<file path="src/rtl/word_packer_10to21_if.sv">
// Handshake bundle for word_packer_10to21: symbol input side, word output side and fill level.
// Under PACKER_FLUSH_EN the bundle also carries flush and out_partial.
interface word_packer_10to21_if #(
  parameter int IN_W  = 10,
  parameter int OUT_W = 21,
  parameter int CNT_W = 5
) ();
  logic [IN_W-1:0]  in_data;
  logic             in_valid;
  logic             in_ready;
  logic [OUT_W-1:0] out_data;
  logic             out_valid;
  logic             out_ready;
  logic [CNT_W-1:0] fill;
`ifdef PACKER_FLUSH_EN
  logic             flush;
  logic             out_partial;
`endif

  modport slave (
    input  in_data, in_valid, out_ready,
    output in_ready, out_data, out_valid, fill
`ifdef PACKER_FLUSH_EN
    , input flush, output out_partial
`endif
  );

  modport master (
    output in_data, in_valid, out_ready,
    input  in_ready, out_data, out_valid, fill
`ifdef PACKER_FLUSH_EN
    , output flush, input out_partial
`endif
  );
endinterface

</file>
<file path="src/rtl/word_packer_10to21.sv">
// Gearbox packing 10-bit symbols into 21-bit words LSB-first through a 31-bit accumulator.
// Optional macro PACKER_FLUSH_EN adds flush/out_partial to emit a zero-padded partial word.
module word_packer_10to21 #(
  parameter int IN_W  = 10,
  parameter int OUT_W = 21,
  parameter int CNT_W = 5
) (
  input logic                clk,
  input logic                rst_n,
  word_packer_10to21_if.slave bus
);
  localparam int ACC_W = OUT_W + IN_W;
  localparam logic [CNT_W-1:0] IN_W_C  = CNT_W'(IN_W);
  localparam logic [CNT_W-1:0] OUT_W_C = CNT_W'(OUT_W);
  localparam logic [3:0] PHASE_LAST = 4'd9;

  logic [ACC_W-1:0] acc_q, acc_d, acc_sh_s;
  logic [CNT_W-1:0] fill_q, fill_d, fill_sh_s;
  logic [3:0]       phase_q, phase_d;
  logic             in_ready_q, in_ready_d;
  logic             out_valid_q, out_valid_d;
  logic             accept_s, emit_s;
`ifdef PACKER_FLUSH_EN
  logic             partial_q, partial_d;
`endif

  // Next-state: shift out the emitted word first, then insert the new symbol at the new fill.
  always_comb begin
    accept_s = bus.in_valid & in_ready_q;
    emit_s   = out_valid_q & bus.out_ready;
    if (emit_s) begin
      acc_sh_s  = acc_q >> OUT_W;
      fill_sh_s = fill_q - OUT_W_C;
      phase_d   = (phase_q == PHASE_LAST) ? 4'd0 : phase_q + 4'd1;
    end else begin
      acc_sh_s  = acc_q;
      fill_sh_s = fill_q;
      phase_d   = phase_q;
    end
    acc_d = acc_sh_s;
    if (accept_s) begin
      acc_d[fill_sh_s +: IN_W] = bus.in_data;
      fill_d = fill_sh_s + IN_W_C;
    end else begin
      fill_d = fill_sh_s;
    end
`ifdef PACKER_FLUSH_EN
    // Bits above fill are always zero, so a partial word is just acc as it stands.
    partial_d = partial_q;
    if (partial_q && emit_s) begin
      acc_d     = '0;
      fill_d    = '0;
      phase_d   = 4'd0;
      partial_d = 1'b0;
    end else if (bus.flush && !partial_q && !accept_s &&
                 (fill_q != '0) && (fill_q < OUT_W_C)) begin
      partial_d = 1'b1;
    end else begin
      partial_d = partial_q;
    end
    in_ready_d  = (fill_d <= OUT_W_C) && !partial_d;
    out_valid_d = (fill_d >= OUT_W_C) || partial_d;
`else
    in_ready_d  = (fill_d <= OUT_W_C);
    out_valid_d = (fill_d >= OUT_W_C);
`endif
  end

  // State and registered handshake outputs.
  always_ff @(posedge clk or negedge rst_n) begin
    if (!rst_n) begin
      acc_q       <= '0;
      fill_q      <= '0;
      phase_q     <= 4'd0;
      in_ready_q  <= 1'b0;
      out_valid_q <= 1'b0;
`ifdef PACKER_FLUSH_EN
      partial_q   <= 1'b0;
`endif
    end else begin
      acc_q       <= acc_d;
      fill_q      <= fill_d;
      phase_q     <= phase_d;
      in_ready_q  <= in_ready_d;
      out_valid_q <= out_valid_d;
`ifdef PACKER_FLUSH_EN
      partial_q   <= partial_d;
`endif
    end
  end

  assign bus.in_ready  = in_ready_q;
  assign bus.out_valid = out_valid_q;
  assign bus.out_data  = acc_q[OUT_W-1:0];
  assign bus.fill      = fill_q;
`ifdef PACKER_FLUSH_EN
  assign bus.out_partial = partial_q;
`endif
endmodule
</file>
<file path="src/flat_wrapper.sv">
// flat-port wrapper written by rule: the top's interface ports become plain ports
module word_packer_10to21_flat 
#(
  parameter int IN_W  = 10,
  parameter int OUT_W = 21,
  parameter int CNT_W = 5
)
  (clk, rst_n, bus_in_data, bus_in_valid, bus_out_ready, bus_in_ready, bus_out_data, bus_out_valid, bus_fill);
  word_packer_10to21_if #(.IN_W(IN_W), .OUT_W(OUT_W), .CNT_W(CNT_W)) bus_i ();
  input logic clk;
  input logic rst_n;
  input wire logic [$bits(bus_i.in_data)-1:0] bus_in_data;
  input wire logic [$bits(bus_i.in_valid)-1:0] bus_in_valid;
  input wire logic [$bits(bus_i.out_ready)-1:0] bus_out_ready;
  output wire logic [$bits(bus_i.in_ready)-1:0] bus_in_ready;
  output wire logic [$bits(bus_i.out_data)-1:0] bus_out_data;
  output wire logic [$bits(bus_i.out_valid)-1:0] bus_out_valid;
  output wire logic [$bits(bus_i.fill)-1:0] bus_fill;
  assign bus_i.in_data = bus_in_data;
  assign bus_i.in_valid = bus_in_valid;
  assign bus_i.out_ready = bus_out_ready;
  assign bus_in_ready = bus_i.in_ready;
  assign bus_out_data = bus_i.out_data;
  assign bus_out_valid = bus_i.out_valid;
  assign bus_fill = bus_i.fill;
  word_packer_10to21 #(.IN_W(IN_W), .OUT_W(OUT_W), .CNT_W(CNT_W)) u_core (.clk(clk), .rst_n(rst_n), .bus(bus_i));
endmodule
</file>
<file path="config.mk">
export PLATFORM = sky130hd
export DESIGN_NAME = word_packer_10to21_flat
export DESIGN_NICKNAME = d
export VERILOG_FILES = /design/src/rtl/word_packer_10to21_if.sv /design/src/rtl/word_packer_10to21.sv /design/src/flat_wrapper.sv
export SDC_FILE = /design/constraint.sdc
export NUM_CORES = 1
export LEC_CHECK = 0
export CAP_MARGIN = 25
export CORE_UTILIZATION = 30
export CTS_BUF_LIST = sky130_fd_sc_hd__clkbuf_2
export DETAILED_ROUTE_END_ITERATION = 8
export DONT_BUFFER_PORTS = 1
export GPL_ROUTABILITY_DRIVEN = 0
export PLACE_DENSITY = 0.41
export REMOVE_ABC_BUFFERS = 1
export SYNTH_ARGS = -nofsm -noshare
export SYNTH_HDL_FRONTEND = slang
export SYNTH_SLANG_ARGS = --single-unit
</file>
<file path="constraint.sdc">
create_clock -name clk -period 3.3 [get_ports clk]
set_clock_uncertainty 0.1 [all_clocks]
set_input_delay 0.99 -clock clk [delete_from_list [all_inputs] [get_ports clk]]
set_output_delay 0.99 -clock clk [all_outputs]
set_load 0.1 [all_outputs]
</file>
; Word-level counts from Yosys, hierarchy flattened
; Cells that the tools add are included.
[op_classes]
bitwise_logic = 2
muxes = 5
n_shift = 2
order_cmp = 2
addsub = 3
[op_table]
columns = op, n
row1 = $mux W31, 2
row2 = $bwmux W31, 1
row3 = $shift A10 B7 Y31 const A, 1
row4 = $shiftx A10 B7 Y31, 1
row5 = $mux W5, 2
row6 = $neg A5 Y7, 1
row7 = $add A5 B4 Y5 const B, 1
row8 = $ge A5 B5 Y1 const B, 1
row9 = $le A5 B5 Y1 const B, 1
row10 = $sub A5 B5 Y5 const B, 1
row11 = $and A1 B1 Y1, 2
[totals]
in_bits = 14
out_inout_bits = 28
register_bits = 38
elab_cells = 18

; Longest topological paths before layout
[depth]
depth_word = 6
depth_mapped = 15
depth_no_buf = 13

; Least setup slack after synthesis
; No wires, ideal clock.
[synth_timing]
path_kind = register -> register
startpoint = reg u_core.fill_q[0] (netlist: u_core.bus.fill[0])
endpoint = reg u_core.acc_q[13]
setup_time_ns = 0.067
arrival_time_ns = 3.827
slack_ns = -0.693
path_stages_with_launch = 13
n_path_buf = 1
t_required_ns = 3.133
period_less_slack_ns = 3.993
cell_sequence = dfrtp_1 > inv_1 > ha_1 > nor2_1 > a21oi_1 > ha_1 > inv_1 > ha_1 > inv_1 > clkbuf_1 > nand4_1 > o311ai_0 > a41o_1
[synth_via]
elab_chain_len = 6
word_cells_on_any_way = 7
cone_classes = add/sub: 2 / shift: 2 / mux: 3
[synth_rtl]
columns = item, line
row1 = start: declaration, word_packer_10to21.sv:18  ; logic [CNT_W-1:0] fill_q, fill_d, fill_sh_s;
row2 = start signal: assignment, word_packer_10to21.sv:82  ; fill_q <= fill_d;
row3 = $sub A5 B5 Y5, word_packer_10to21.sv:33  ; fill_sh_s = fill_q - OUT_W_C;
row4 = $mux W5 (*), word_packer_10to21.sv:31  ; if (emit_s) begin
row5 = $neg A5 Y7 (*), word_packer_10to21.sv:42  ; acc_d[fill_sh_s +: IN_W] = bus.in_data;
row6 = $shiftx A10 B7 Y31 / $shift A10 B7 Y31 (equally long branches), word_packer_10to21.sv:42
row7 = $bwmux W31 (*), word_packer_10to21.sv:42
row8 = $mux W31 (*), word_packer_10to21.sv:41  ; if (accept_s) begin
row9 = net u_core.acc_d[13], word_packer_10to21.sv:17  ; logic [ACC_W-1:0] acc_q, acc_d, acc_sh_s;
row10 = end signal: assignment, word_packer_10to21.sv:72  ; acc_q <= '0;
row11 = end signal: assignment, word_packer_10to21.sv:81  ; acc_q <= acc_d;
row12 = end: declaration, word_packer_10to21.sv:17
; The timed path passes the listed nets; every way through them passes the cells marked *.

; Final worst setup path
[layout_timing]
startpoint = reg u_core.fill_q[0] (netlist: u_core.bus.fill[0])
endpoint = reg u_core.acc_q[24]
; The elaborated chain is that of the path after synthesis.

==> flow_summary.toml <==
[sta]
min_period_ns = 3.15
hold_viol_final = 0
setup_violations = 0
fmax_mhz = 318
post-route-period-util_pct = 95.4
fin_ws_ns = 0.152
slew_violations = 0
worstMarginPinSlew_ns = 0.972
rsz0062_at_grt = "yes"
max_slew_margin_pct = 35.2

[synth]
synth_xor_area_share_pct = 2.72
synth_area_leaders = "dfrtp_1, mux2i_1, nand2_1"
synthSimpleGateAreaFrac_pct = 16.8
postSynthCellCount = 473
ys.flop_type = "dfrtp_1"
ys_ff_latch = 38
synth_top_family_by_area = "compound AO/OA/AOI/OAI gates"
synth_most_common_cell = "nand2_1"
syn_area_per_cell_um2 = 8.18
yosys_warnings = 0
synth-async-reset-ratio_pct = 100
synth_area_um2 = 3870
synthMuxAreaShare_pct = 14.5
synth_cell_type_count = 72
synth-edff-count = 0
synth_top_area_share_pct = 24.6
synth_commonest_cells = "nand2_1, mux2i_1, dfrtp_1, nor2_1, a21oi_1"
ys_seq_area_share_pct = 24.6
synth-compound-area-share_pct = 30.0
synth_top_area_cell = "dfrtp_1"
synth-adder-area-share_pct = 1.94

[floorplan]
core_um2 = 12600
initial_core_util_pct = 30.7
dieHeight_um = 116
die_area_um2 = 13400
io_pins = 42
die_w_um = 116
rows = 41

[routing]
wire_per_inst_um = 21.2
dr.pass1.iters = 5
routed.top_layer = "met4"
viasPerCell = 5.66
postRouteAntennaNets = 0
wl_met1_mm = 7.18
dr_total_vias = 4207
drc = 0
wl_mm = 15.7
wl_met2_mm = 7.10
drtIter0Drc = 426
route.met3.wl_mm = 1.05

[cells_and_area]
multi_input_area_um2 = 2670
syn2layout_area_growth_pct = 30.8
fillers = 1358
final_util_pct = 40.1
fin_area_um2 = 5060
drive_gt1_share_pct = 34.4
layout.nets = 589
ff_latch_area_um2 = 952

[global_route]
grt_max_degree = 39
antenna_found_initial = 0
grt_pass1_wl_mm = 24.5
grt_pass1_vias = 4214
grt_overflow_total = 0
grt_usage_pct = 24.7

[worst_setup_path]
cpPeakStageDelay_ns = 0.40
slowest_stage = "dfrtp_1"
critPathKind = "flop to flop"
required_ns = 3.57
critical_path_arrival_ns = 3.41
cp-start-kind = "flop"
cp_max_fo = 6
worstPathCellList = "inv_1 > ha_1 > nor2_1 > a21oi_1 > buf_4 > ha_1 > and2_1 > mux2i_2 > buf_4 > nand3_1 > buf_4 > o32ai_1 > o21ai_1 > o31ai_1"
worstSetupEndpointType = "flop"
crit_top_cell = "buf_4"

[clock_tree]
clkSinkCount = 38
path_clk_slew_ns = 0.24
holdBufCountCts = 0
cts_root_buf = "clkbuf_2"
cts_buffer_depth = 2
clk_latency_ns = 0.45
cts_inserted_buffers = 5
cts_tree = "built"
cts_max_level = 2

[run]
maxCapViolations = 0

[place]
numPortBuffers = 0
dpl_cell_area_um2 = 4830
hpwlAfterDp_mm = 12.2
dp_worst_setup_slack_ns = -0.396

[outcome]
status = "completed"

[hold_path]
hold_path_class = "primary input to asynchronous set/reset pin"
## final cells by class
class                           count  area share, %
Clock inverter                      3           1.26
Sequential cell                    38           18.8
Tap cell                          172           4.25
Antenna cell                        1         0.0494
Timing Repair Buffer              144           21.6
Inverter                           11          0.865
Multi-Input combinational cell    369           52.7
Clock buffer                        5          0.494
## cell usage in the layout, fill, tap and decap left out, types with 10 or more instances in the layout
cell,count
nand3_1,17
o31ai_1,14
buf_4,143
o22ai_1,14
o21ai_0,22
nand2_1,49
inv_1,10
a21oi_1,26
o211ai_1,19
dfrtp_1,37
nor2_1,35
mux2i_1,41
## kinds of logic (layout without fill, tap and decap cells)
kind of cell / after synthesis / count (layout)
fa+ha+maj: 6 / 6
flops: 38 / 38
mux: 51 / 51
buf+inv: 66 / 163
compound gates: 163 / 163
xor+xnor: 9 / 9
simple gates: 140 / 140
other cells: 0 / 1
## critical path, delay by kind of cell (launching register included)
kind	cells	cell delay, ns
fa+ha+maj	2	0.49
mux	1	0.31
buf+inv	4	0.65
compound gates	4	0.70
flops	1	0.40
simple gates	3	0.41
## what timing repair did
action	in CTS	in global routing
resized for setup	1	23
setup endpoints to repair	2	23
pin swaps	0	2
buffers inserted	0	4
## routing by layer
layer / track usage (%) / vias up
met5: 0 / -
met4: 7.10 / 0
met3: 3.35 / 31
met2: 40.4 / 187
met1: 33.8 / 2028
li1: - / 1961
## path summary, 6_finish.rpt
path / from / endpoint / slack [ns] / depth (start not counted)
min: rst_n / u_core.acc_q[8] / 0.08 / 0
max in group asynchronous: rst_n / u_core.acc_q[20] / 2.90 / 0
min reg2reg: u_core.acc_q[22] / u_core.acc_q[22] / 0.45 / 2
max reg2reg: u_core.bus.fill[0] / u_core.acc_q[24] / 0.15 / 14
max: u_core.bus.fill[0] / u_core.acc_q[24] / 0.15 / 14
min in group clk: u_core.acc_q[22] / u_core.acc_q[22] / 0.45 / 2
## sequential cells by signal (all words and copies together), names as in the netlist
name	count
u_core.acc_q	31
u_core.bus.fill	5
u_core.bus.in_ready	1
u_core.bus.out_valid	1
## metrics by stage
step	cells	hold WS [ns]	TNS, ns
2_1_floorplan	418	0.395	-33.95
3_3_place_gp	730	0.412	-6.31
3_5_place_dp	730	0.427	-6.55
4_1_cts	738	0.0614	0
5_1_grt	742	0.0344	-0.0517
6_report	743	0.0824	0
Power is not shown: default switching activity piles up to over one toggle a cycle in this logic, so the estimate is an artifact.
==> variant, RTL diff (same flow settings) <==
Make the reset (`rst_n`) synchronous in one clocked block.
--- a/src/rtl/word_packer_10to21.sv
+++ b/src/rtl/word_packer_10to21.sv
@@ -68,5 +68,5 @@
 
   // State and registered handshake outputs.
-  always_ff @(posedge clk or negedge rst_n) begin
+  always_ff @(posedge clk) begin
     if (!rst_n) begin
       acc_q       <= '0;
Check against the original RTL: differs if rst_n is asserted again (counterexample within 4 cycles, from zero or initial values and one cycle with rst_n low); with rst_n held inactive, the same outputs for 10 cycles.
==> variant against the unedited design <==
Area after synthesis increased by 7.4%; utilization decreased by 1.2 points; cell count increased by 10%; final area increased by 3.1%; sequential cell count unchanged; setup slack improved by 0.0046 ns; via count increased by 13%; wire length increased by 15%; critical path type unchanged; critical endpoint is now u_core.acc_q[18].
Power is not shown: default switching activity piles up to over one toggle a cycle in this logic, so the estimate is an artifact.
==> variant: results (changes against the unedited design) <==
vias in the first global route=4676 (was 4214); Final Hold Slack=0.3431 ns (was 0.08239 ns); Synth Area in Compound Gates=0.3239 (was 0.3000); xor/xnor share of the synthesized area=0.02107 (was 0.02716); total routed wirelength=18030 um (was 15730 um); Synth top cells by count=nand2_1, nor2_1, dfxtp_1 (was nand2_1, mux2i_1, dfrtp_1, nor2_1, a21oi_1); Post-DP HPWL=14070 um (was 12170 um); Finished Layout Cells=818 (was 743); initial antenna violation count=1 (was 0); R2R depth=15 (was 14); top cells by area, synth=dfxtp_1, mux2i_1, nand2_1 (was dfrtp_1, mux2i_1, nand2_1); largest net degree at the start of global routing=21 (was 39); relative slew slack=0.3057 (was 0.3520); Hold Crit Class=register to register (was primary input to asynchronous set/reset pin); Longest Clk Path Bufs=2 (unchanged); Adder-Cell Fraction of Synth Area=0.01806 (was 0.01940); FILL cells=1399 (was 1358); Final #Nets=661 (was 589); Worst Setup SP=u_core.bus.fill[0] (unchanged); Yosys cell types=92 (was 72); Async SR Flop Fraction=0 (was 1.000); DRT Pass-1 Iters=7 (was 5); Placement Cell Area=0.005124 sq mm (was 0.004827 sq mm); Placed Cells incl. Taps=810 (was 730); Post-Syn Area per Cell=7.655 sq um (was 8.182 sq um); synth warn=0 (unchanged); Worst path top cell family by delay=buffers and inverters (was compound AO/OA/AOI/OAI gates); Tot GR Track Use=0.2580 (was 0.2468); share of the yosys chip area belonging to registers=0.1830 (was 0.2457); post-synthesis mux area share=0.1051 (was 0.1448); Worst Path Max Fanout=7 (was 6); dominant synthesized flop cell=dfxtp_1 (was dfrtp_1); Critical Path Max Stage Delay=0.40 ns (about the same); fraction of layout cells with a size suffix above 1=0.3276 (was 0.3439); initial drt markers=508 (was 426); clock latency on the worst-skew pair=0.54 ns (was 0.45 ns); status=completed (unchanged); first-pass GRT wire length=27790 um (was 24540 um); CTS clk-pin slew, worst paths=0.32 ns (was 0.24 ns); slowest stage cell, crit path=ha_2 (was dfrtp_1)
==> variant: cells by family after synthesis <==
kind of cell | after synthesis
adders and majority gates | 6
muxes | 37
buffers and inverters | 74
and+or+nand+nor | 195
DFF | 38
AOI/OAI and AO/OA | 186
xor gates and xnor gates | 7
==> variant: worst reg2reg max path: cells and delay by family (launching register included) <==
kind / cells / cell delay (ns)
fa+ha+maj: 2 / 0.68
buf+inv: 5 / 0.73
flops: 1 / 0.38
simple gates: 3 / 0.34
mux: 2 / 0.61
compound gates: 3 / 0.23
==> variant: repair_timing <==
action | 4_1_cts | 5_1_grt
setup endpoints to repair | 0 | 14
hold buffers | 0 | 0
gates resized for setup | 0 | 11
==> variant: how the worst max path moves through the flow <==
stage,end,slack [ns],depth (start not counted)
final,u_core.acc_q[18],0.16,15
after global routing,u_core.acc_q[18],0.001,15
after CTS,u_core.acc_q[21],0.06,15
after detailed placement,u_core.acc_q[2],-0.28,13
after global placement,u_core.acc_q[21],-0.25,14
after floorplan,u_core.acc_q[9],-2.02,11
==> variant: per-layer routing <==
metal  vias up  wire (um)  GRT usage
met5         -          0          0
met1      2276       7936     0.3495
met3        47       1447    0.04515
li1       2209          -          -
met4         0        680     0.1094
met2       239       7965     0.4007
==> variant: final cells by class <==
cell class | instances | area, sq um | share of cell area
multi-input combinational | 431 | 2963 | 0.5677
timing repair buffer | 154 | 1169 | 0.2239
sequential | 38 | 762.0 | 0.1460
tap | 176 | 220.2 | 0.04220
inverter | 11 | 43.79 | 0.008391
clock inverter | 2 | 33.78 | 0.006473
clock buffer | 5 | 25.02 | 0.004795
antenna | 1 | 2.502 | 0.0004795
==> variant: stage by stage <==
| step | TNS (ns) | worst slack (ns) | util |
|---|---|---|---|
| 2_1_floorplan | -49.95 | -2.018 | - |
| 3_3_place_gp | -5.269 | -0.2479 | 0.3824 |
| 3_5_place_dp | -5.585 | -0.2839 | 0.3824 |
| 4_1_cts | 0 | 0.06243 | 0.3867 |
| 5_1_grt | 0 | 0.001000 | 0.3894 |
| 6_report | 0 | 0.1568 | 0.3894 |
